===== src/rtl/draw_engine.sv =====
// Rasterising draw engine: turns decoded LD/RD/DISP commands into a pixel
// stream (valid/ready) for the framebuffer writer; done reports idle.
module draw_engine #(
  parameter int XW = 9,
  parameter int YW = 8
) (
  input  logic          clk,
  input  logic          reset,
  input  logic          start,
  input  logic [2:0]    ctrl_ALU,
  input  logic [XW-1:0] x1,
  input  logic [YW-1:0] y1,
  input  logic [XW-1:0] x2,
  input  logic [YW-1:0] y2,
  output logic [XW-1:0] px_x,
  output logic [YW-1:0] px_y,
  output logic          px_valid,
  input  logic          px_ready,
  output logic          disp_req,
  output logic          done
);

  localparam logic [2:0] OP_LD   = 3'b100;
  localparam logic [2:0] OP_RD   = 3'b101;
  localparam logic [2:0] OP_DISP = 3'b111;

  typedef enum logic [1:0] {IDLE, LINE, RECT, FIN} state_t;
  state_t state;

  // Shared end-point registers: line end (x2,y2) or rectangle far corner (xh,yh)
  logic [XW-1:0] end_x, x_lo;
  logic [YW-1:0] end_y;
  logic          sx_neg, sy_neg;
  logic signed [XW+1:0] dx, dy, err;

  // Accept-time setup terms
  logic [XW-1:0] adx, xl, xh;
  logic [YW-1:0] ady, yl, yh;
  logic signed [XW+1:0] dx0, dy0;

  always_comb begin
    adx = (x2 >= x1) ? x2 - x1 : x1 - x2;
    ady = (y2 >= y1) ? y2 - y1 : y1 - y2;
    dx0 = {2'b00, adx};
    dy0 = -$signed({{(XW+2-YW){1'b0}}, ady});
    xl  = (x1 < x2) ? x1 : x2;
    xh  = (x1 < x2) ? x2 : x1;
    yl  = (y1 < y2) ? y1 : y2;
    yh  = (y1 < y2) ? y2 : y1;
  end

  // Bresenham step decision from the current error term
  logic signed [XW+2:0] e2, dx_e, dy_e;
  logic signed [XW+1:0] err_nxt;
  logic                 step_x, step_y;

  always_comb begin
    e2      = {err, 1'b0};
    dx_e    = {dx[XW+1], dx};
    dy_e    = {dy[XW+1], dy};
    step_x  = (e2 >= dy_e);
    step_y  = (e2 <= dx_e);
    err_nxt = err;
    if (step_x) err_nxt = err_nxt + dy;
    if (step_y) err_nxt = err_nxt + dx;
  end

  logic at_end;
  assign at_end = (px_x == end_x) && (px_y == end_y);

  always_ff @(posedge clk) begin
    if (!reset) begin
      state    <= IDLE;
      done     <= 1'b1;
      px_valid <= 1'b0;
      px_x     <= '0;
      px_y     <= '0;
      disp_req <= 1'b0;
      end_x    <= '0;
      end_y    <= '0;
      x_lo     <= '0;
      sx_neg   <= 1'b0;
      sy_neg   <= 1'b0;
      dx       <= '0;
      dy       <= '0;
      err      <= '0;
    end else begin
      disp_req <= 1'b0;
      case (state)
        IDLE: begin
          if (start) begin
            done <= 1'b0;
            case (ctrl_ALU)
              OP_LD: begin
                state    <= LINE;
                px_valid <= 1'b1;
                px_x     <= x1;
                px_y     <= y1;
                end_x    <= x2;
                end_y    <= y2;
                dx       <= dx0;
                dy       <= dy0;
                err      <= dx0 + dy0;
                sx_neg   <= !(x1 < x2);
                sy_neg   <= !(y1 < y2);
              end
              OP_RD: begin
                state    <= RECT;
                px_valid <= 1'b1;
                px_x     <= xl;
                px_y     <= yl;
                x_lo     <= xl;
                end_x    <= xh;
                end_y    <= yh;
              end
              OP_DISP: begin
                state    <= FIN;
                disp_req <= 1'b1;
              end
              default: state <= FIN;
            endcase
          end
        end
        LINE: begin
          if (px_ready) begin
            if (at_end) begin
              state    <= FIN;
              px_valid <= 1'b0;
            end else begin
              if (step_x) px_x <= sx_neg ? px_x - 1'b1 : px_x + 1'b1;
              if (step_y) px_y <= sy_neg ? px_y - 1'b1 : px_y + 1'b1;
              err <= err_nxt;
            end
          end
        end
        RECT: begin
          if (px_ready) begin
            if (at_end) begin
              state    <= FIN;
              px_valid <= 1'b0;
            end else if (px_x == end_x) begin
              px_x <= x_lo;
              px_y <= px_y + 1'b1;
            end else begin
              px_x <= px_x + 1'b1;
            end
          end
        end
        FIN: begin
          state <= IDLE;
          done  <= 1'b1;
        end
        default: state <= IDLE;
      endcase
    end
  end

endmodule


===== config.mk =====
export PLATFORM = sky130hd
export DESIGN_NAME = draw_engine
export DESIGN_NICKNAME = d
export VERILOG_FILES = /design/src/rtl/draw_engine.sv
export SDC_FILE = /design/constraint.sdc
export NUM_CORES = 1
export LEC_CHECK = 0
export CORE_ASPECT_RATIO = 1.75
export CORE_MARGIN = 4
export CORE_UTILIZATION = 45
export DETAILED_ROUTE_END_ITERATION = 8
export SYNTH_ARGS = -nofsm -noshare
export SYNTH_HDL_FRONTEND = slang
export SYNTH_SLANG_ARGS = --single-unit

===== constraint.sdc =====
create_clock -name clk -period 10.9 [get_ports clk]
set_input_delay 2.18 -clock clk [delete_from_list [all_inputs] [get_ports clk]]
set_output_delay 2.18 -clock clk [all_outputs]
set_load 0.02 [all_outputs]

; ---- Yosys cells after proc, flatten, opt, wreduce, memory -nomap -nowiden
; Index checks and enable logic that the tools add are counted.
[op_classes]
addsub = 12
n_lt_le_gt_ge = 6
n_eq_ne = 21
mux = 48
reduce_logical = 21
[op_table]
columns = operator, count
row1 = $mux W9, 11
row2 = $mux W8, 11
row3 = $mux W11, 6
row4 = $pmux W9 S2, 2
row5 = $pmux W8 S2, 2
row6 = $pmux W9 S3, 1
row7 = $pmux W8 S3, 1
row8 = $pmux W11 S2, 1
row9 = $ne A2 B2 Y1 const B, 9
row10 = $sub A9 B9 Y9, 2
row11 = $sub A8 B8 Y8, 2
row12 = $reduce_and A3 Y1, 5
row13 = $ge A12 B11 Y1, 1
row14 = $le A12 B10 Y1, 1
row15 = $add A10 B11 Y11, 1
row16 = $add A11 B10 Y11, 1
row17 = $add A11 B11 Y11, 1
row18 = $neg A8 Y11, 1
row19 = $reduce_and A5 Y1, 2
row20 = $add A9 B1 Y9 const B, 1
row21 = $eq A3 B3 Y1 const B, 3
row22 = $eq A9 B9 Y1, 1
row23 = $ge A9 B9 Y1, 1
row24 = $lt A9 B9 Y1, 1
row25 = 24 further kinds, 40
[word_totals]
ff_bits = 81
input_bits = 41
output_inout_bits = 20
word_cells = 122

; ---- Depth between registers and ports, before layout
; Gate-level depths: netlist of run 1.
[logic_depth]
word_depth = 7
depth_mapped = 23

; ---- Least setup slack after synthesis of run 1
; OpenSTA, ideal clock, no wires.
[synth_path]
path_kind = input-to-reg
start = input y2[0]
end = register err[9]
setup_ns = 0.124
arrival_ns = 5.758
required_time_ns = 10.776
setup_slack_ns = 5.018
path_stages = 19
cell_sequence = inv_1 > ha_1 > inv_1 > fa_1 > nand3_1 > a31oi_2 > nor2_2 > mux2i_1 > ha_1 > and4b_1 > nor3_1 > ha_1 > a21oi_1 > inv_1 > maj3_2 > a2111o_1 > and3_1 > a211oi_2 > a21boi_1
[synth_between]
elab_chain_len = 7
elab_cells_between_ends = 9
classes_between = add/sub (4) / order compare (1) / mux (4)
[synth_lines]
columns = element, line
row1 = "start, declared", 14  ; input logic [YW-1:0] y2,
row2 = $sub A8 B8 Y8 / $ge A8 B8 Y1 (equally long branches), 43  ; ady = (y2 >= y1) ? y2 - y1 : y1 - y2;
row3 = $mux W8 (*), 43
row4 = $neg A8 Y11 (*), 45  ; dy0 = -$signed({{(XW+2-YW){1'b0}}, ady});
row5 = via dy0[2], 39  ; logic signed [XW+1:0] dx0, dy0;
row6 = $add A10 B11 Y11 (*), 103  ; err <= dx0 + dy0;
row7 = $mux W11 (*), 93  ; case (ctrl_ALU)
row8 = $mux W11 (*), 91  ; if (start) begin
row9 = $pmux W11 S2 (*), 89  ; case (state)
row10 = "end signal, assigned", 103
row11 = "end signal, assigned", 132  ; err <= err_nxt;
row12 = "end, declared", 34  ; logic signed [XW+1:0] dx, dy, err;
; Mark *: on every way through the listed nets, which the timed path passes. The rest lies on a longest branch. The select of a mux whose other input is x is not followed.
; A chain may end at the register's enable or synchronous reset.

; ---- Worst setup path after layout of run 1
[layout_path]
start = input y1[3]
end = register err[9]
[layout_between]
elab_chain_len = 7
elab_cells_between_ends = 9
classes_between = add/sub (4) / order compare (1) / mux (4)
[layout_lines]
columns = element, line
row1 = "start, declared", 12  ; input logic [YW-1:0] y1,
row2 = $ge A8 B8 Y1, 43
row3 = $mux W8, 43
row4 = $neg A8 Y11, 45
row5 = via dy0[2], 39
row6 = $add A10 B11 Y11, 103
row7 = $mux W11, 93
row8 = $mux W11, 91
row9 = $pmux W11 S2, 89
; The timed path passes the listed nets, and every way through them passes these cells. The select of a mux whose other input is x is not followed.

==> flow_summary.yaml, run 1 <==
grt:
  grt_pass1_vias: 7785
  antenna_found_initial: 0
  grt_overflow: 0
  grt_pass1_wl_mm: 40.77
  gr-usage-all-layers_pct: 24.12
  grt_max_degree: 76
timing:
  rsz0062_at_grt: "false"
  hold_ws_ns: 0.4865
  setup_viol: 0
  fin_worst_skew_ns: 0.008684
  worst-slew-pin-transition_ns: 1.164
  fmax_mhz: 148.6
  period_share_pct: 61.75
  relSlewSlack_pct: 22.43
  drv_slew: 0
  period_minus_slack_ns: 6.731
  hold_violations: 0
  fin_setup_tns_ns: 0
clock_tree:
  cts.root.buffer_cell: "clkbuf_16"
  cts_buffers: 9
  cts_buffer_depth: 2
  postCtsSetupBuffers: 0
  clock_sinks: 81
  cts_resized: 0
  clk_latency_ns: 0.35
  ctsHoldBuffers: 0
  clkSlewWorstSetupHoldPaths_ns: 0.06
  cts_tree: "yes"
  htree_num_levels: 3
critical_path:
  cp_num_buf_inv: 3
  cp_max_fo: 12
  path_class: "primary input to flop"
  cpMaxStageDelayCell: "clkdlybuf4s50_1"
  cp_num_cells: 18
  reg2reg_setup_slack_ns: 5.74
  crit_path_end_kind: "flop"
  reg2reg_depth: 22
  crit_chain: "clkdlybuf4s50_1, inv_1, ha_1, a21oi_1, a31oi_2, nor2_2, mux2i_1, ha_1, and4b_1, nor3_1, ha_1, a21oi_1, inv_1, maj3_2, a2111o_1, and3_1, a211oi_2, a21boi_1"
  path_common_cell: "ha_1"
  cpPeakStageDelay_ns: 0.50
  critPathRequiredTime_ns: 11.12
  critPathLaunchType: "primary input"
  crit_family: "compound AO/OA/AOI/OAI gates"
  cp.arrival_ns: 6.95
status:
  status: "finished clean"
synthesis:
  synthCells: 1097
  ys_types: 85
  yosysWarnings: 0
  syn_nets: 1236
  synth-edff-count: 0
  yosys_most_used_dff: "dfxtp_1"
  syn-cell-area_um2: 8366
  avgSynthCellArea_um2: 7.626
  synth_seq_cells: 81
  ys_async_sr_fraction_pct: 0
  synth_seq_area_share_pct: 19.38
routing:
  remaining_drc_errors: 0
  wirelength_mm: 25.42
  ant_nets: 0
  met3_length_um: 901
  met2_length_mm: 13.18
  highest_layer: "met4"
  routedWlPerCell_um: 18.66
  vias_per_cell: 5.803
  vias: 7904
  drt-pass1-iter-count: 5
  drt-met1-wl_mm: 9.815
  drt_first_iter_violations: 376
cells_and_area:
  layout_commonest_cell: "nor2_1"
  drive_gt1_share_pct: 5.940
  area_growth_pct: 13.49
  layout_common_cells: "nor2_1, inv_1, a21oi_1"
  diodes: 0
  instances_no_fill: 1362
  final_nets: 1263
die:
  die_w_um: 111.1
  die_area_um2: 20920
  pin_count: 61
  initial_core_util_pct: 46.13
  core_um2: 18140
  die_y_um: 188.4
  num_rows: 65
worst_hold_path:
  hp-class: "flop to flop"
  holdPathStages: 2
placement:
  dp.cells: 1347
  gp_congestion: 0.9583
  portBuffers: 60
  dp.final_hpwl_mm: 20.00
pwr:
  power_mw: 2.184
  peakVddDrop_v: 0.0001744
  power-per-cell-area_nw_per_um2: 230.1
  p_leak_nw: 3.943
job:
  cap_violations: 0
-- routing by layer --
layer / global-route usage [%] / vias up
met3: 2.924 / 70
met2: 43.90 / 202
met1: 26.67 / 3687
met5: 0 / -
li1: - / 3945
met4: 14.10 / 0
-- area by class of cell --
cell class	count	area (um2)
fillers	1822	8642
clock buffers	10	229.0
flip-flops and latches	81	1622
clock inverters	5	128.9
repair buffers	71	683.2
well taps	234	292.8
multi-input cells	860	6160
inverters	101	379.1
-- flip-flops by register name, indices dropped and copies added, names as in the netlist --
signal    flops
end_y         8
sy_neg        1
err          11
sx_neg        1
done          1
x_lo          9
dx            9
px_x          9
dy           11
px_y          8
state         2
disp_req      1
end_x         9
px_valid      1
-- cells in the mapped netlist, types with 5 or more instances --
master | n | share of area (%)
nand4_1 | 10 | 0.75
o21ai_0 | 53 | 3.2
nor4_1 | 7 | 0.52
clkbuf_1 | 48 | 2.2
mux2i_1 | 31 | 3.7
mux2_2 | 13 | 1.7
nor2b_1 | 9 | 0.67
nand3_1 | 23 | 1.4
a211o_1 | 6 | 0.63
a311oi_1 | 12 | 1.3
o211ai_1 | 15 | 1.3
a21oi_1 | 100 | 6.0
a21o_1 | 17 | 1.5
nand2b_1 | 15 | 1.1
o311ai_0 | 8 | 0.84
nor2_1 | 111 | 5.0
xor2_1 | 32 | 3.4
ha_1 | 91 | 14
nor3_1 | 15 | 0.90
o21a_1 | 7 | 0.63
fa_1 | 7 | 1.7
a31oi_1 | 5 | 0.37
a211oi_1 | 38 | 3.4
and3_1 | 8 | 0.60
dfxtp_1 | 81 | 19
xnor2_1 | 50 | 5.2
nand2_1 | 81 | 3.6
o221ai_1 | 6 | 0.63
and2_1 | 6 | 0.45
inv_1 | 101 | 4.5
a21boi_0 | 8 | 0.72
-- final timing paths --
kind,start,end
worst max-delay path,y1[3],err[9]
worst min-delay path,dx[2],dx[2]
worst max register to register,err[0],err[10]
worst min register to register,dx[2],dx[2]
-- report_power, final --
| group | internal (mW) | switching (mW) | leakage [nW] | total (mW) |
|---|---|---|---|---|
| registers | 0.353 | 0.115 | 0.659 | 0.468 |
| logic | 0.560 | 0.781 | 3.11 | 1.34 |
| clock network | 0.246 | 0.129 | 0.173 | 0.376 |
-- cell families (layout without fill, tap and decap cells) --
group | count (synthesis) | after routing | synth area share [%]
AO/OA/AOI/OAI | 321 | 321 | 25.41
multiplexers | 46 | 46 | 5.998
AND/OR/NAND/NOR | 309 | 309 | 17.39
flip-flops | 81 | 81 | 19.38
buffers and inverters | 156 | 187 | 7.299
XOR/XNOR | 84 | 84 | 8.974
adder cells (fa/ha/maj) | 100 | 100 | 15.54
-- tightest hold or removal path: stages (launching register included) --
cell and delay (ns):
dfxtp_1 0.33, nand2_1 0.06, a21oi_1 0.05
-- through the flow --
stage / utilization [%] / cell area, um2 / setup slack (ns)
2_1_floorplan: - / 8366 / 5.018
3_3_place_gp: 50.38 / 9136 / 3.979
3_5_place_dp: 50.38 / 9136 / 3.842
4_1_cts: 52.35 / 9494 / 4.182
5_1_grt: 52.35 / 9494 / 3.866
6_report: 52.35 / 9494 / 4.169
(Power assumes the default switching activity.)
==> inputs of run 2 (changes only) <==
==> constraint.sdc (replaced) <==
create_clock -name clk -period 6.4 [get_ports clk]
set_input_delay 1.28 -clock clk [delete_from_list [all_inputs] [get_ports clk]]
set_output_delay 1.28 -clock clk [all_outputs]
set_load 0.02 [all_outputs]
==> run 2 against run 1 <==
Non-clock buffer count grew 3; clock skew grew 0.0030 ns; clock power grew 54%; routed wire length grew 2.9%; die area is the same; cell count grew 0.29%; critical endpoint unchanged; worst hold slack lost 0.0036 ns.
==> flow_summary.yaml, run 2 (synthesis results as in run 1) <==
cells_and_area:
  reg_top3: "dy (11), err (11)"
  instances_no_fill: 1366
  final_nets: 1266
  n_fill_cell: 1803
  layout_commonest_cell: "nor2_1"
  seqCellArea_um2: 1622
  area_growth_pct: 13.33
  diodes: 0
  layout_common_cells: "nor2_1, inv_1, a21oi_1"
  multi_input_area_um2: 6160
  drive_gt1_share_pct: 6.272
  final_area_um2: 9480
placement:
  dp.final_hpwl_mm: 20.90
  gp_congestion: 0.9919
  portBuffers: 60
  dp.cells: 1350
  placed_cell_area_um2: 9159
critical_path:
  path_class: "primary input to flop"
  critPathLaunchType: "primary input"
  cp.arrival_ns: 5.92
  crit_path_end_kind: "flop"
  cp_max_fo: 12
  critPathRequiredTime_ns: 6.63
grt:
  grt_pass1_vias: 7817
  gr-usage-met1_pct: 26.38
  use_met2_pct: 47.29
  antenna_found_initial: 0
  grt_overflow: 0
  grt_pass1_wl_mm: 41.17
  gr-usage-all-layers_pct: 24.77
  met3_usage_pct: 2.281
  top_usage_layer: "met2"
  grt_max_degree: 50
clock_tree:
  htree_num_levels: 3
  postCtsSetupBuffers: 0
  cts_tree: "yes"
  clkSlewWorstSetupHoldPaths_ns: 0.07
  cts_buffers: 9
  cts.root.buffer_cell: "clkbuf_16"
  ctsHoldBuffers: 0
  cts_resized: 0
  cts_buffer_depth: 2
  clk_latency_ns: 0.36
  clock_sinks: 81
timing:
  drv_slew: 0
  worst-slew-pin-transition_ns: 0.9772
  hold_violations: 0
  fin_setup_tns_ns: 0
  fmax_mhz: 175.8
  period_share_pct: 88.88
  rsz0062_at_grt: "false"
  period_minus_slack_ns: 5.689
  fin_worst_skew_ns: 0.01170
  relSlewSlack_pct: 34.74
  setup_viol: 0
routing:
  vias_per_cell: 5.862
  drt_first_iter_violations: 362
  vias: 8008
  ant_nets: 0
  drt-pass1-iter-count: 6
  remaining_drc_errors: 0
  routedWlPerCell_um: 19.14
  wirelength_mm: 26.15
die:
  num_rows: 65
  core_um2: 18140
  initial_core_util_pct: 46.13
  die_area_um2: 20920
  pin_count: 61
  die_w_um: 111.1
  die_y_um: 188.4
pwr:
  power-per-cell-area_nw_per_um2: 390.2
  peakVddDrop_v: 0.0002869
  p_leak_nw: 3.944
  power_mw: 3.700
worst_hold_path:
  hp-class: "flop to flop"
job:
  cap_violations: 0
status:
  status: "finished clean"
## run 2: metrics by stage
step           setup slack [ns]  hold WS (ns)  util (%)
2_1_floorplan             1.418        0.4536         -
3_3_place_gp             0.4817        0.4714     50.50
3_5_place_dp             0.3772        0.4751     50.50
4_1_cts                  0.7318        0.4836     52.27
5_1_grt                  0.3831        0.5003     52.27
6_report                 0.7114        0.4829     52.27
## run 2: worst paths after layout
kind | from | to | slack [ns] | depth (start not counted)
min | dx[7] | dx[7] | 0.48 | 2
min reg2reg | dx[7] | dx[7] | 0.48 | 2
max reg2reg | dy[1] | err[10] | 1.19 | 24
max | y1[3] | err[9] | 0.71 | 18
## run 2: power by group
part / internal, mW / switching, mW
sequential: 0.602 / 0.198
combinational: 0.969 / 1.35
clock: 0.352 / 0.227
## run 2: metal layers
metal | vias up | part of all wire (%)
met4 | 0 | 5.8
met2 | 221 | 53
li1 | 3952 | -
met3 | 82 | 3.2
met1 | 3753 | 38
met5 | - | 0
## run 2: cell type report
type | count | area share [%]
timing repair buffer | 74 | 7.444
sequential | 81 | 17.10
tap | 234 | 3.088
multi-input combinational | 860 | 64.97
clock inverter | 5 | 0.8315
inverter | 101 | 3.999
clock buffer | 11 | 2.560
## run 2: critical path, cell delays in order
cell and delay, ns:
clkdlybuf4s50_1 0.50, inv_1 0.07, ha_1 0.46, a21oi_1 0.35
a31oi_2 0.18, nor2_2 0.28, mux2i_1 0.13, ha_1 0.22
and4b_1 0.23, nor3_1 0.36, ha_1 0.34, a21oi_1 0.22
inv_1 0.07, maj3_2 0.32, a2111o_1 0.45, and3_1 0.17
a211oi_2 0.19, a21boi_1 0.09
==> inputs of run 3 (changes only) <==
--- a/config.mk
+++ b/config.mk
@@ -6,9 +6,9 @@
 export NUM_CORES = 1
 export LEC_CHECK = 0
 export CORE_ASPECT_RATIO = 1.75
-export CORE_MARGIN = 4
 export CORE_UTILIZATION = 45
 export DETAILED_ROUTE_END_ITERATION = 8
+export MAX_ROUTING_LAYER = met4
 export SYNTH_ARGS = -nofsm -noshare
 export SYNTH_HDL_FRONTEND = slang
 export SYNTH_SLANG_ARGS = --single-unit
==> run 3 against run 2 <==
Setup slack lost 0.10 ns; register-to-register slack improved by 0.08 ns; maximum frequency is 1.8% lower; largest cell class unchanged.
==> flow_summary.yaml, run 3 (synthesis results as in run 1) <==
critical_path:
  crit_family: "compound AO/OA/AOI/OAI gates"
  cp-startpoint: "y1[3]"
  cp.arrival_ns: 6.01
  cp_num_cells: 18
  crit_path_end_kind: "flop"
  cp_max_fo: 12
  cp_num_buf_inv: 3
  crit_chain: "clkdlybuf4s50_1, inv_1, ha_1, a21oi_1, a31oi_2, nor2_2, mux2i_1, ha_1, and4b_1, nor3_1, ha_1, a21oi_1, inv_1, maj3_2, a2111o_1, and3_1, a211oi_2, a21boi_1"
  critPathRequiredTime_ns: 6.62
  r2r_start: "dy[1]"
  path_class: "primary input to flop"
  cpMaxStageDelayCell: "clkdlybuf4s50_1"
  reg2reg_depth: 24
  critPathLaunchType: "primary input"
  cpPeakStageDelay_ns: 0.51
  path_common_cell: "ha_1"
clock_tree:
  ctsHoldBuffers: 0
  clock_sinks: 81
  clkSlewWorstSetupHoldPaths_ns: 0.06
  cts_tree: "yes"
  postCtsSetupBuffers: 0
  cts.root.buffer_cell: "clkbuf_16"
  cts_buffer_depth: 2
  cts_buffers: 9
  cts_resized: 0
  htree_num_levels: 3
  clk_latency_ns: 0.34
timing:
  fin_worst_skew_ns: 0.009368
  period_minus_slack_ns: 5.791
  setup_viol: 0
  fmax_mhz: 172.7
  period_share_pct: 90.48
  worst-slew-pin-transition_ns: 1.009
  rsz0062_at_grt: "false"
  relSlewSlack_pct: 32.57
  fin_setup_tns_ns: 0
  drv_slew: 0
  hold_violations: 0
cells_and_area:
  layout_common_cells: "nor2_1, inv_1, a21oi_1"
  final_nets: 1267
  area_growth_pct: 12.67
  layout_commonest_cell: "nor2_1"
  reg_top3: "dy (11), err (11)"
  drive_gt1_share_pct: 6.278
  diodes: 0
worst_hold_path:
  hp-start: "dx[7]"
  holdPathStages: 2
  hp-class: "flop to flop"
pwr:
  power_mw: 3.607
  seq_power_share_pct: 22.2
  p_comb_share_pct: 64.4
  peakVddDrop_v: 0.0002423
  pwr-share-clk_pct: 13.4
  p_switching_mw: 1.777
  switching_share_pct: 49.26
  power-per-cell-area_nw_per_um2: 382.6
  internal_power_mw: 1.830
  p_leak_nw: 3.913
die:
  die_w_um: 105.1
  die_area_um2: 19160
  pin_count: 61
  die_y_um: 182.4
  num_rows: 65
  initial_core_util_pct: 46.13
  core_um2: 18140
job:
  cap_violations: 0
status:
  status: "finished clean"
routing:
  vias: 7910
  vias_per_cell: 5.795
  wirelength_mm: 26.04
  ant_nets: 0
  drt-pass1-iter-count: 6
  routedWlPerCell_um: 19.07
  drt_first_iter_violations: 357
  remaining_drc_errors: 0
grt:
  grt_pass1_wl_mm: 40.91
  grt_pass1_vias: 7788
  grt_overflow: 0
  grt_max_degree: 42
  antenna_found_initial: 0
  gr-usage-all-layers_pct: 28.45
placement:
  dp.final_hpwl_mm: 20.60
  gp_congestion: 0.9582
  portBuffers: 60
-- run 3: cell count changes in the layout (fill, tap and decap cells not counted), sizes merged --
cell	delta
clkinvlp	+2
clkinv	-1
inv	+1
buf	+1
bufinv	-2
clkbuf	-2
-- run 3: area by class of cell --
class	instances	area (um2)
clock buffers	9	225.2
clock inverters	5	33.78
fillers	1781	8711
inverters	101	379.1
multi-input cells	860	6160
flip-flops and latches	81	1622
well taps	234	292.8
repair buffers	75	713.2
-- run 3: worst register-to-register path: cells and delay by family, from the launching register on --
family                   cells  cell delay [ns]
multiplexers                 1             0.30
flip-flops                   1             0.38
buffers and inverters        2             0.32
AND/OR/NAND/NOR              2             0.26
AO/OA/AOI/OAI               15             2.72
adder cells (fa/ha/maj)      3             0.94
XOR/XNOR                     1             0.16
-- run 3: path summary, 6_finish.rpt --
path / slack (ns) / end
hold reg to reg: 0.49 / dx[7]
setup / recovery: 0.61 / err[9]
setup reg to reg: 1.27 / err[10]
hold / removal: 0.49 / dx[7]
-- run 3: per-stage QoR --
| step | hold slack [ns] | std cells | setup slack (ns) | instance area, um2 | utilization [%] |
|---|---|---|---|---|---|
| global placement | 0.4797 | 1351 | 0.4386 | 9166 | 50.54 |
| finish | 0.4888 | 1365 | 0.6091 | 9425 | 51.97 |
| CTS | 0.4905 | 1365 | 0.6416 | 9425 | 51.97 |
| global route | 0.5127 | 1365 | 0.3534 | 9425 | 51.97 |
| detailed placement | 0.4816 | 1351 | 0.2989 | 9166 | 50.54 |
| floorplan | 0.4536 | 1097 | 1.418 | 8366 | - |
-- run 3: power by group through the flow --
| stage | registers (mW) | clock network (mW) | logic (mW) |
|---|---|---|---|
| after floorplan | 0.743 | 0 | 1.68 |
| after global placement | 0.810 | 0 | 2.30 |
| after detailed placement | 0.808 | 0 | 2.30 |
| after CTS | 0.798 | 0.497 | 2.32 |
| after global routing | 0.815 | 0.515 | 2.56 |
| final | 0.800 | 0.485 | 2.32 |
-- run 3: metal layers --
metal	GRT usage, %	share of wire, %	vias up
li1	-	-	3948
met5	-	0	-
met1	29.27	39	3734
met3	1.714	2.0	70
met4	15.15	5.0	0
met2	53.54	54	158
